--- config.mk ---
export PLATFORM = sky130hd
export DESIGN_NAME = imem_fetch_responder
export DESIGN_NICKNAME = d
export VERILOG_FILES = /design/src/rtl/my_pkg.sv /design/src/rtl/imem_rsp_fifo.sv /design/src/rtl/imem_fetch_responder.sv
export SDC_FILE = /design/constraint.sdc
export NUM_CORES = 1
export LEC_CHECK = 0
export ABC_AREA = 1
export BUFFER_PORTS_ARGS = -buffer_cell sky130_fd_sc_hd__buf_2
export CAP_MARGIN = 20
export CORE_MARGIN = 3
export CORE_UTILIZATION = 60
export DETAILED_ROUTE_END_ITERATION = 8
export HOLD_SLACK_MARGIN = 0.15
export PLACE_DENSITY = 0.83
export SETUP_SLACK_MARGIN = 0.15
export SLEW_MARGIN = 20
export SYNTH_ARGS = -nofsm -noshare
export SYNTH_HDL_FRONTEND = slang
export SYNTH_HIERARCHICAL = 1
export SYNTH_SLANG_ARGS = --single-unit
--- constraint.sdc ---
create_clock -name clk -period 12 [get_ports clk]
set_input_delay 1.8 -clock clk [delete_from_list [all_inputs] [get_ports clk]]
set_output_delay 1.8 -clock clk [all_outputs]
set_load 0.01 [all_outputs]
--- src/rtl/my_pkg.sv ---
// Shared widths, constants and the response record for the instruction-fetch path.
package my_pkg;

    localparam int ADDR_WIDTH      = 32;
    localparam int DATA_WIDTH      = 32;
    localparam int IMEM_DEPTH_LOG2 = 12;

    // ADDI x0, x0, 0: returned in place of SRAM data for faulting fetches.
    localparam logic [DATA_WIDTH-1:0] INST_NOP = 32'h0000_0013;

    typedef struct packed {
        logic [DATA_WIDTH-1:0] inst;
        logic [ADDR_WIDTH-1:0] addr;
        logic                  err;
    } imem_rsp_t;

endpackage

--- src/rtl/imem_rsp_fifo.sv ---
// Synchronous response FIFO; depth need not be a power of two.
// Clear wins over push and pop; push into a full FIFO is legal only with a pop.
module imem_rsp_fifo
    import my_pkg::*;
#(
    parameter int DEPTH = 3,
    localparam int PTR_W = (DEPTH > 1) ? $clog2(DEPTH) : 1,
    localparam int CNT_W = $clog2(DEPTH + 1)
) (
    input  logic             clk,
    input  logic             rst,
    input  logic             i_push,
    input  logic             i_pop,
    input  logic             i_clear,
    input  imem_rsp_t        i_data,
    output imem_rsp_t        o_data,
    output logic [CNT_W-1:0] o_count,
    output logic             o_full,
    output logic             o_empty
);

    imem_rsp_t        r_mem [DEPTH];
    logic [PTR_W-1:0] r_wr_ptr;
    logic [PTR_W-1:0] r_rd_ptr;
    logic [CNT_W-1:0] r_count;
    logic             w_push;
    logic             w_pop;

    assign o_full  = (r_count == CNT_W'(DEPTH));
    assign o_empty = (r_count == '0);
    assign o_count = r_count;
    assign o_data  = r_mem[r_rd_ptr];

    assign w_pop  = i_pop && !o_empty;
    assign w_push = i_push && (!o_full || w_pop);

    // Storage: entries cleared on reset so the head reads zero while in reset.
    always_ff @(posedge clk or posedge rst) begin
        if (rst) begin
            for (int i = 0; i < DEPTH; i++) begin
                r_mem[i] <= '0;
            end
        end else if (w_push && !i_clear) begin
            r_mem[r_wr_ptr] <= i_data;
        end
    end

    // Pointers and count, wrapping at DEPTH.
    always_ff @(posedge clk or posedge rst) begin
        if (rst) begin
            r_wr_ptr <= '0;
            r_rd_ptr <= '0;
            r_count  <= '0;
        end else if (i_clear) begin
            r_wr_ptr <= '0;
            r_rd_ptr <= '0;
            r_count  <= '0;
        end else begin
            if (w_push) begin
                r_wr_ptr <= (r_wr_ptr == PTR_W'(DEPTH - 1)) ? '0 : r_wr_ptr + 1'b1;
            end
            if (w_pop) begin
                r_rd_ptr <= (r_rd_ptr == PTR_W'(DEPTH - 1)) ? '0 : r_rd_ptr + 1'b1;
            end
            case ({w_push, w_pop})
                2'b10:   r_count <= r_count + 1'b1;
                2'b01:   r_count <= r_count - 1'b1;
                default: r_count <= r_count;
            endcase
        end
    end

endmodule

--- src/rtl/imem_fetch_responder.sv ---
// Instruction-fetch responder: request channel -> sync SRAM read -> response FIFO.
// A one-entry in-flight stage covers the SRAM read cycle; the FIFO absorbs
// response backpressure. Fixed 2-cycle accept-to-response latency.
module imem_fetch_responder
    import my_pkg::*;
#(
    parameter int FIFO_DEPTH = 3,
    localparam int CNT_W = $clog2(FIFO_DEPTH + 1)
) (
    input  logic                       clk,
    input  logic                       rst,
    input  logic                       flush,
    input  logic                       req_valid,
    output logic                       req_ready,
    input  logic [ADDR_WIDTH-1:0]      req_addr,
    output logic                       mem_en,
    output logic [IMEM_DEPTH_LOG2-1:0] mem_addr,
    input  logic [DATA_WIDTH-1:0]      mem_rdata,
    output logic                       rsp_valid,
    input  logic                       rsp_ready,
    output logic [DATA_WIDTH-1:0]      rsp_inst,
    output logic [ADDR_WIDTH-1:0]      rsp_addr,
    output logic                       rsp_err
);

    logic                  r_inf_valid;
    logic [ADDR_WIDTH-1:0] r_inf_addr;
    logic                  r_inf_err;

    logic                  w_err;
    logic                  w_accept;
    logic                  w_room;
    logic [CNT_W:0]        w_occ;
    logic [CNT_W-1:0]      w_fifo_count;
    logic                  w_fifo_full;
    logic                  w_fifo_empty;
    logic                  w_push;
    logic                  w_pop;
    imem_rsp_t             w_push_data;
    imem_rsp_t             w_head;

    // Misaligned, or beyond the last SRAM word.
    assign w_err = (req_addr[1:0] != 2'b00) ||
                   (req_addr[ADDR_WIDTH-1:IMEM_DEPTH_LOG2+2] != '0);

    // Occupancy counts the in-flight read so a full FIFO can never overflow.
    // Full implies occ >= depth; the explicit guard keeps the intent obvious.
    assign w_occ     = {1'b0, w_fifo_count} + {{CNT_W{1'b0}}, r_inf_valid};
    assign w_room    = !w_fifo_full && (w_occ < (CNT_W + 1)'(FIFO_DEPTH));
    assign req_ready = !rst && (flush || w_room);
    assign w_accept  = req_valid && req_ready;

    assign mem_en   = w_accept && !w_err;
    assign mem_addr = req_addr[IMEM_DEPTH_LOG2+1:2];

    // In-flight stage: a request accepted during flush survives into it.
    always_ff @(posedge clk or posedge rst) begin
        if (rst) begin
            r_inf_valid <= 1'b0;
            r_inf_addr  <= '0;
            r_inf_err   <= 1'b0;
        end else begin
            r_inf_valid <= w_accept;
            if (w_accept) begin
                r_inf_addr <= req_addr;
                r_inf_err  <= w_err;
            end
        end
    end

    // Faulting fetches never read the SRAM, so they carry a NOP instead.
    always_comb begin
        w_push_data      = '0;
        w_push_data.inst = r_inf_err ? INST_NOP : mem_rdata;
        w_push_data.addr = r_inf_addr;
        w_push_data.err  = r_inf_err;
    end

    assign w_push = r_inf_valid && !flush;
    assign w_pop  = rsp_valid && rsp_ready;

    imem_rsp_fifo #(
        .DEPTH (FIFO_DEPTH)
    ) u_rsp_fifo (
        .clk     (clk),
        .rst     (rst),
        .i_push  (w_push),
        .i_pop   (w_pop),
        .i_clear (flush),
        .i_data  (w_push_data),
        .o_data  (w_head),
        .o_count (w_fifo_count),
        .o_full  (w_fifo_full),
        .o_empty (w_fifo_empty)
    );

    assign rsp_valid = !w_fifo_empty;
    assign rsp_inst  = w_head.inst;
    assign rsp_addr  = w_head.addr;
    assign rsp_err   = w_head.err;

endmodule

# Yosys cells after proc, flatten, opt, wreduce, memory -nomap -nowiden
# Index checks and enable logic that the tools add are counted.
# totals
register_bits,235
output_inout_bits,80
word_cells,70
# op_classes
addsub,5
order_cmp,4
n_eq_ne,5
mux,15
bitwise_logic,2
reduce_logical,24
# op_table
operator,n
bitwise mux 195 bit,1
2-to-1 mux 65 bit,3
binary-select mux 65 bit (select 2 bit),1
demux 65 bit (select 2 bit),1
2-to-1 mux 32 bit,1
nonzero test 18 bit,1
2-to-1 mux 2 bit,7
logical AND 1 bit,10
== test 2 bit (second input constant),4
adder 2 x 1 -> 2 bit (second input constant),3
>= comparator 3 bit (second input constant),2
inverter 2 -> 3 bit,2
nonzero test 2 bit,3
logical NOT 1 bit,5
case mux 2 bit (2 select lines),1
adder 2 x 1 -> 3 bit,1
logical OR 1 bit,3
< comparator 3 x 1 -> 1 bit (second input constant),1
< comparator 3 x 2 -> 1 bit (second input constant),1
nonzero test 3 bit,1
== test 2 x 1 -> 1 bit (second input constant),1
logical NOT 2 bit,1
subtractor 2 x 1 -> 2 bit (second input constant),1

# Depth between registers and ports, before layout
# logic_depth
word_depth,9
mapped_depth,11
mapped_depth_nobuf,10

# Cells and area by module
# The synthesis kept the hierarchy.
# by_module_without_submodules
module,instances,cells_per_inst,area_per_inst_um2
imem_rsp_fifo,1,1187,9291.4
imem_fetch_responder,1,253,1830.5

# Least setup slack after synthesis
# Ideal clock, no wire load.
# synth_path
path_kind,in2out
startpoint,in rst
endpoint,out mem_en
arrival_ns,3.134
setup_slack_ns,7.066
stages,4
n_path_buf,1
cell_sequence,inv_1 nand3_2 buf_2 nor2_1
# synth_between
elab_chain_len,4
# synth_rtl
element,line,rtl
"start, declared",imem_fetch_responder.sv:11,"input logic rst,"
logical NOT 1 bit (no source line),-,
logical AND 1 bit,imem_fetch_responder.sv:50,assign req_ready = !rst && (flush || w_room);
logical AND 1 bit,imem_fetch_responder.sv:51,assign w_accept = req_valid && req_ready;
logical AND 1 bit,imem_fetch_responder.sv:53,assign mem_en = w_accept && !w_err;
"end, declared",imem_fetch_responder.sv:16,"output logic mem_en,"
# Every way passes these cells.

# Worst setup path after layout
# layout_path
startpoint,reg u_rsp_fifo.r_rd_ptr[0]
endpoint,out rsp_inst[31]
# layout_between
elab_chain_len,4
# layout_rtl
element,line,rtl
"start, declared",imem_rsp_fifo.sv:24,logic [PTR_W-1:0] r_rd_ptr;
"start signal, assigned",imem_rsp_fifo.sv:63,r_rd_ptr <= (r_rd_ptr == PTR_W'(DEPTH - 1)) ? '0 : r_rd_ptr + 1'b1;
inverter 2 -> 3 bit (not written as such),imem_rsp_fifo.sv:32,assign o_data = r_mem[r_rd_ptr];
binary-select mux 65 bit (select 2 bit),imem_rsp_fifo.sv:32,
2-to-1 mux 65 bit (not written as such) (2 in a row),imem_rsp_fifo.sv:32,
"end, declared",imem_fetch_responder.sv:21,"output logic [DATA_WIDTH-1:0] rsp_inst,"
# Every way passes these cells. The select of a mux whose other input is x is not followed.

==> results.md <==
- Mapped Cells: 1440
- Layout cells sized above 1: 14.8%
- # nets final: 1587
- Sw Share: 33.9%
- Reg-to-Reg Start: u_rsp_fifo/o_count[0]$_DFFE_PP0P_
- Post-layout util: 68.8%
- Worst skew pair latency: 0.51 ns
- Hold WC Path Type: reg2reg
- First-pass GRT wire length: 48800 um
- Post-synth EDFFs: 0
- Power per cell area: 201 nW/um^2
- Clock skew: 0.0148 ns
- Total Routing Usage GR: 29.7%
- Ys Warns: 6
- DRC Markers: 0
- Min-Delay Startpoint: u_rsp_fifo/r_mem[149]$_DFFE_PP0P_
- PortBufs: 148
- Primary FF master, synth: dfrtp_1
- Slew Viols, Final: 0
- Largest net degree at the start of global routing: 129
- Worst Tran Pin Value: 0.918 ns
- Max VDD drop: 147 uV
- WL/cell: 17.1 um
- Final setup TNS: 0 ns
- Multi-input logic area: 4460 um^2
- Worst Path Buf+Inv: 3
- Cts hold-fix bufs: 0
- Slew headroom: 38.8%
- TritonCTS Buffers: 24
- Die area: 20200 um^2
- Post-Route WL: 30200 um
- CP most frequent cell: buf_4
- Design Area, Final: 12400 um^2
- Sequential area share after synthesis: 52.9%
- Final hold vios: 0
- CP Launch Type: register
- Fmax: 199 MHz
- Top Family by Delay on Critical Path: buffers and inverters
- Placed cell areas: 11700 um^2
- Final period util: 41.9%
- Distinct cells, synth: 23
- Vias in the first global route: 9783
- Drt pass-1 iters: 5
- Worst setup path start: u_rsp_fifo/r_rd_ptr[0]$_DFFE_PP0P_
- Status: finished, final reports clean
- Site Rows: 49
- Required @ worst endpoint: 10.20 ns
- Number of H-tree levels: 1
- Routed Antenna Nets: 0
- Crit-path cells: buf_4 > nor2_4 > buf_4 > nand2_1 > nand3_1 > buf_2
- Yosys reg bits: 235
- Critical Path AT: 3.23 ns
- I/O Pins: 149
- CORE AREA: 18100 um^2
- Overflow after GRT: 0
- DP HPWL: 16500 um
- P&R area growth vs syn: 11.9%
- Routed vias: 10.0k
- DR iter-0 viols: 1162
- Root buf cell: clkbuf_16
- Syn Std Cell Area: 11100 um^2
- # diodes: 0
- CP max-delay cell: dfrtp_2
- Sw Pwr: 0.000849 W
- Comb power frac: 25.1%
- Final setup margin: 6.97 ns
- Clock power share: 28.3%
- TritonCTS clock tree: built
- Register area: 5880 um^2
- Post-synthesis area per instance: 7.72 um^2
- Max Fanout on Critical Path: 44
- Clock tree buffer depth: 3
- # Post-CTS Setup Buffers: 0
- Cts repair resizes: 0
- Fin crit period: 5.03 ns
- P_leak: 7.03 nW
- Setup CP Type: reg2out
- Pint: 0.00165 W
- RSZ-0062 raised after global routing: no
- Hold slack final: 0.470 ns
- # clock sinks: 235
- Sequential share of power: 46.6%
- Max incr delay on CP: 0.63 ns
- Max Cap Violations: 0
- GP Congestion: 0.787
- Place WS: 7.02 ns
- Post-DR vias/cell: 5.69
- Starting Density: 61.5%
- Fill count: 1523
- Vert. Die Dim: 142 um
- Clock transition at path regs: 0.06 ns
- Initial antenna violation count: 0
- CP endpoint kind: primary output
- Syn nets: 1511
- Fraction of registers with async set/reset: 100%
- Die X: 142 um
- Final setup viols: 0
==> placed cells by master, fill, tap and decap left out <==
cell / netlist / routed
dfrtp_1: 235 / 234
o21ai_2: 1 / 1
inv_6: 0 / 1
o21ai_1: 2 / 2
clkbuf_1: 29 / 6
nand2_2: 8 / 10
dfrtp_2: 0 / 1
nand3_1: 334 / 334
nor2_4: 1 / 5
inv_1: 51 / 49
nand4_1: 1 / 1
inv_2: 1 / 2
nor3_4: 0 / 2
inv_8: 0 / 1
ha_1: 2 / 2
o31ai_1: 1 / 1
buf_4: 28 / 16
clkbuf_8: 0 / 5
or2_2: 3 / 3
clkbuf_16: 0 / 25
buf_2: 45 / 148
nand2_4: 0 / 1
o21ai_0: 4 / 4
nand2_1: 629 / 626
clkinv_2: 0 / 5
nor2_1: 50 / 46
nand3_2: 1 / 1
==> worst min-delay path: stages, from the launching register on <==
cell and delay [ns]:
dfrtp_1 0.34, nand2_1 0.05, nand2_1 0.04
==> metrics by stage <==
stage / std cells / total power, W
after CTS: 1761 / 0.00250
after floorplan: 1440 / 0.00156
after detailed placement: 1719 / 0.00179
after global placement: 1719 / 0.00176
final: 1761 / 0.00250
after global routing: 1761 / 0.00265
==> sequential cells by signal, summed over array words and instances, names as in the netlist <==
| signal | flops |
|---|---|
| r_inf_addr | 32 |
| r_inf_err | 1 |
| r_inf_valid | 1 |
| u_rsp_fifo/o_count | 2 |
| u_rsp_fifo/r_mem | 195 |
| u_rsp_fifo/r_rd_ptr | 2 |
| u_rsp_fifo/r_wr_ptr | 2 |
==> area by class of cell <==
| class | count | area share (%) |
|---|---|---|
| repair buffers | 164 | 6.92 |
| clock buffers | 36 | 5.76 |
| flip-flops and latches | 235 | 47.3 |
| multi-input cells | 1039 | 35.9 |
| well taps | 229 | 2.30 |
| clock inverters | 6 | 0.271 |
| inverters | 52 | 1.63 |
==> layer usage <==
layer | share of wire [%] | track usage, %
met1 | 41 | 40.8
met2 | 48 | 48.8
met3 | 9.5 | 4.60
met4 | 2.2 | 9.75
met5 | 0 | 0
==> logic make-up after synthesis <==
group	count (synthesis)	share of synthesized area, %
AND/OR/NAND/NOR	1029	39.0
buffers and inverters	166	7.49
flip-flops	235	52.9
AO/OA/AOI/OAI	8	0.416
adder cells (fa/ha/maj)	2	0.225
==> path summary, 6_finish.rpt <==
check                           slack, ns                                 to  depth (start not counted)
worst min-delay path                 0.47  u_rsp_fifo/r_mem[149]$_DFFE_PP0P_                          2
worst max-delay path                 6.97                       rsp_inst[31]                          6
min in group asynchronous            1.48          r_inf_addr[9]$_DFFE_PP0P_                          3
worst min register to register       0.47  u_rsp_fifo/r_mem[149]$_DFFE_PP0P_                          2
max in group asynchronous            9.00   u_rsp_fifo/r_mem[41]$_DFFE_PP0P_                          3
worst max register to register       8.14  u_rsp_fifo/r_mem[110]$_DFFE_PP0P_                         11
==> power by group through the flow <==
stage | sequential, W | combinational [W] | clock [W]
after floorplan | 0.00113 | 0.000436 | 0
after global placement | 0.00116 | 0.000603 | 0
after detailed placement | 0.00117 | 0.000623 | 0
after CTS | 0.00116 | 0.000629 | 0.000716
after global routing | 0.00119 | 0.000709 | 0.000752
final | 0.00116 | 0.000628 | 0.000709
==> cell usage after synthesis, types with 3 or more instances <==
cell      instances  area share, %
nand3_1         334             15
clkbuf_1         29           0.98
inv_1            51            1.7
nor2_1           50            1.7
o21ai_0           4           0.18
buf_2            45            2.0
buf_6             5           0.51
dfrtp_1         235             53
nand2_2           8           0.45
buf_1             6           0.20
nand2_1         629             21
buf_4            28            1.9
or2_2             3           0.17
Note: power is estimated with default switching activity, not from simulation.
